### src/rtl/lfsr_12_6_4_pkg.sv
// lfsr_12_6_4_pkg: shared constants and state type for the 12/6/4 LFSR stream checker
package lfsr_12_6_4_pkg;
  localparam int LFSR_LEN = 12;
  localparam int TAP_A = 0;
  localparam int TAP_B = 3;
  localparam int TAP_C = 5;
  localparam int TAP_D = 11;
  typedef enum logic [1:0] {HUNT, VERIFY, LOCKED} state_t;
endpackage

### src/rtl/lfsr_12_6_4_predictor.sv
// lfsr_12_6_4_predictor: received-bit history and next-bit prediction for the 12/6/4 stream
module lfsr_12_6_4_predictor
  import lfsr_12_6_4_pkg::*;
(
  input  logic clock,
  input  logic reset_n,
  input  logic in,
  input  logic in_valid,
  output logic pred,
  output logic hist_zero
);
  logic [LFSR_LEN-1:0] h_q;
  logic [LFSR_LEN-1:0] h_d;
  // h_q[LFSR_LEN-1] holds the newest received bit
  always_comb h_d = in_valid ? {in, h_q[LFSR_LEN-1:1]} : h_q;
  always_ff @(posedge clock) begin
    if (!reset_n) h_q <= '0;
    else h_q <= h_d;
  end
  assign pred = h_q[TAP_A] ^ h_q[TAP_B] ^ h_q[TAP_C] ^ h_q[TAP_D];
  assign hist_zero = h_q == '0;
endmodule

### config.mk
export PLATFORM = sky130hd
export DESIGN_NAME = lfsr_12_6_4_predictor
export DESIGN_NICKNAME = d
export VERILOG_FILES = /design/src/rtl/lfsr_12_6_4_pkg.sv /design/src/rtl/lfsr_12_6_4_predictor.sv
export SDC_FILE = /design/constraint.sdc
export NUM_CORES = 1
export LEC_CHECK = 0
export BUFFER_PORTS_ARGS = -buffer_cell sky130_fd_sc_hd__clkbuf_2
export CORE_AREA = 3 3 40 42
export CTS_BUF_LIST = sky130_fd_sc_hd__clkbuf_16
export DETAILED_ROUTE_END_ITERATION = 16
export DIE_AREA = 0 0 43 45
export PLACE_DENSITY = 0.67
export SLEW_MARGIN = 15
export SYNTH_ARGS = -nofsm -noshare
export SYNTH_HDL_FRONTEND = slang
export SYNTH_SLANG_ARGS = --single-unit
### constraint.sdc
create_clock -name clock -period 1.2 [get_ports clock]
set_clock_uncertainty 0.1 [all_clocks]
set_input_delay 0 -clock clock [delete_from_list [all_inputs] [get_ports clock]]
set_output_delay 0 -clock clock [all_outputs]
set_load 0.01 [all_outputs]
### Word level (Yosys, flattened, before mapping)

Cells that the tools add are included.
W data, S select, Z words.

| storage, ports and cells | value |
|---|---|
| bits in registers | 12 |
| input bits | 4 |
| logic and storage cells | 5 |

| operators by class | value |
|---|---|
| bitwise gates (word level) | 3 |
| reductions and logical operators | 1 |

Operator list:

| cell | count |
|---|---|
| $logic_not A12 Y1 | 1 |
| $xor A1 B1 Y1 | 3 |

### Logic depth before layout (Yosys ltp)

| depth | value |
|---|---|
| word-level depth | 3 |
| mapped depth | 3 |
| mapped depth without buffers | 2 |

### Worst setup path before layout

No wires, ideal clock.

| timing | value |
|---|---|
| kind | register -> output |
| start point | register h_q[11] |
| end point | output hist_zero |
| arrival time | 0.763 ns |
| slack | 0.337 ns |
| stages on the path, launching flop included | 3 |
| path buffers | 0 |
| cell sequence | dfxtp_1 -> nor4_1 -> and3_1 |

| on the way | value |
|---|---|
| longest elaborated chain between the ends | 1 |

Ends and longest elaborated chain:

| item | RTL line | source |
|---|---|---|
| from (decl) | lfsr_12_6_4_predictor.sv:12 | `logic [LFSR_LEN-1:0] h_q;` |
| from (signal assigned) | lfsr_12_6_4_predictor.sv:17 | `if (!reset_n) h_q <= '0;` |
| from (signal assigned) | lfsr_12_6_4_predictor.sv:18 | `else h_q <= h_d;` |
| $logic_not A12 Y1 | lfsr_12_6_4_predictor.sv:21 | `assign hist_zero = h_q == '0;` |
| to (decl) | lfsr_12_6_4_predictor.sv:10 | `output logic hist_zero` |

Every way passes these cells.

### Worst setup path after layout

| timing | value |
|---|---|
| start point | register h_q[5] |
| end point | output hist_zero |

Same word-level chain as after synthesis.

==> metrics.txt <==
status=finished with violations; violated checks=negative setup slack; Synth Warn #=0; Max FO, Critical Path=4; actual slew at the worst max-slew pin=approximately 390 ps; GR met3 Demand/Resource=0.0359; FF+latch area=between 200 and 300 um^2; ys async rst share=0; Max Clk Rate=808 MHz; CTS root buf=clkbuf_16; P per Cell Area=1580 nW/um^2; Synth cell types=9; fin crit share=1.03; setup slack after placement=about 190 ps; delay of the slowest critical-path stage=350 ps; CP Launch Type=register; Biggest register=h_q; Total GRT Usage=0.108; Top FF cell, synth=dfxtp_1; Layout Utilization=0.515; met2 Usage GRT=0.153; core area=between 1000 and 1500 um^2; Pins Over Slew Limit=0; most instantiated cells after synthesis=12 x dfxtp_1, 12 x mux2i_1, 12 x nor2b_1; I/O Buffers=5; global route hottest layer=met2; Crit path required time=between 1000 and 1500 ps; total CTS buffers=3; Post-synth EDFFs=0; Synth area leaders=dfxtp_1 48%, mux2i_1 24%, nor2b_1 15%; endpoints failing setup=1; CTS tree=yes; DR WL/cell=12.9 um; FF+latch count, synth=12; IO Count=6; max reg flops=12; Synth Net Count=between 40 and 50; Clock Latency Late Sink=between 200 and 250 ps; max_slew headroom=0.741; Largest regs=h_q: 12 flops; Tmin final=1240 ps; first-pass GRT wire length=1470 um; CP delay by family, top=simple AND/OR/NAND/NOR gates; Hold Worst Slack=26.7 ps; area of the multi-input gates=274 um^2; nets=between 50 and 60; vias in the first global route=roughly 330; FILL cells=~120; die area=1940 um^2; synthesized cell area=around 500 um^2; sequential fraction of the synthesis area=0.479; Mean Syn Cell Area=11.1 um^2; row count=13; Critical Path, Cell by Cell=nor4_4 -> and3_1 -> buf_2; DRC Markers=0; detail-routed via count per cell=about 5; largest net degree at the start of global routing=13; WS Path Type=reg2out; top cell type's share of synthesized area=0.479; Max Cap Violations=0; Mapped Cells=45; CTS Sinks=12; initial antenna violation count=0; Pre-antenna DRT Iters=2; P_leak=around 0.28 nW; Fin. Hold Viols=0; crit path capture type=primary output; Vias=333; P&R area growth vs syn=31.9%; placed cells=63; Max IR drop VDD=between 0.5 and 0.6 mV; crit path DAT=~1100 ps; Antenna Nets Post-Route=0; GRT met1 Usage=0.131; Clk pin slew, worst setup/hold paths=approximately 40 ps; Starting DRT DRC Count=1; clock tree buffer depth=2; type of the most critical hold path=in2reg; Antenna diodes=0; layout cell share with drive strength beyond 1=0.358; WL final=around 880 um; Final WS setup=-36.9 ps; Final GP Congestion=0.679; initial cell density of the core=0.390; Sum Neg Setup Slack=-36.9 ps; leading area contributor after synthesis=dfxtp_1; CP max stage cell=dfxtp_4; H-tree Lvls=1; WP buf/inv=1; fin cells=68; total gr overflow=0; RSZ-0062 raised after global routing=yes; die width=43 um; Chip Height=45 um
repair_timing:
item                       in CTS  in global routing
hold endpoints to repair        1                  0
setup endpoints to repair       2                  2
hold buffers                    1                  0
setup buffers                   1                  0
resized for setup               9                  4
pin swaps                       5                  2
worst register-to-register path, cell delays in order, from the launching register on:
cell and delay (ps):
dfxtp_2 320, buf_4 130, mux2i_1 130, nor2b_1 60
cell type report:
cell class	count	share of cell area
multi-input combinational	31	0.414
sequential	12	0.380
timing repair buffer	7	0.0643
clock buffer	3	0.113
tap	15	0.0284
layout by cell type, fill, tap and decap left out:
cell type      count
and3_1             1
buf_2              1
buf_4              1
clkbuf_16          3
clkbuf_2           4
dfxtp_1            5
dfxtp_2            6
dfxtp_4            1
dlygate4sd3_1      1
mux2i_1           12
nor2b_1           12
nor4_2             2
nor4_4             1
xnor2_1            2
xor2_1             1
path summary, 6_finish.rpt:
kind / startpoint / end / slack [ps] / depth (start not counted)
worst max-delay path: h_q[5] / hist_zero / -40 / 3
worst min-delay path: reset_n / h_q[0] / 30 / 2
worst max register to register: h_q[6] / h_q[5] / 350 / 3
worst min register to register: h_q[7] / h_q[7] / 450 / 2
power breakdown:
part | internal [mW] | total (mW) | switching (mW)
Combinational | 0.0311 | 0.0562 | 0.0252
Clock | 0.432 | 0.583 | 0.151
Sequential | 0.403 | 0.408 | 0.00514
Total | 0.866 | 1.05 | 0.181
metal layers:
metal,vias to the layer above,wire (um)
li1,172,-
met2,6,376
met5,-,0
met1,151,451
met3,4,23
met4,0,26
metrics by stage:
stage	power [mW]	cell area (um^2)
2_1_floorplan	0.455	502
3_3_place_gp	0.468	531
3_5_place_dp	0.468	531
4_1_cts	1.06	649
5_1_grt	1.08	662
6_report	1.05	662
cell families (layout without fill, tap and decap cells):
group | Yosys count | in the layout | share of synthesized area
buffers and inverters | 2 | 10 | 0.0299
flip-flops | 12 | 12 | 0.479
AND/OR/NAND/NOR | 16 | 16 | 0.200
multiplexers | 12 | 12 | 0.239
XOR/XNOR | 3 | 3 | 0.0524
No activity file was read; power rests on OpenSTA's default activity.
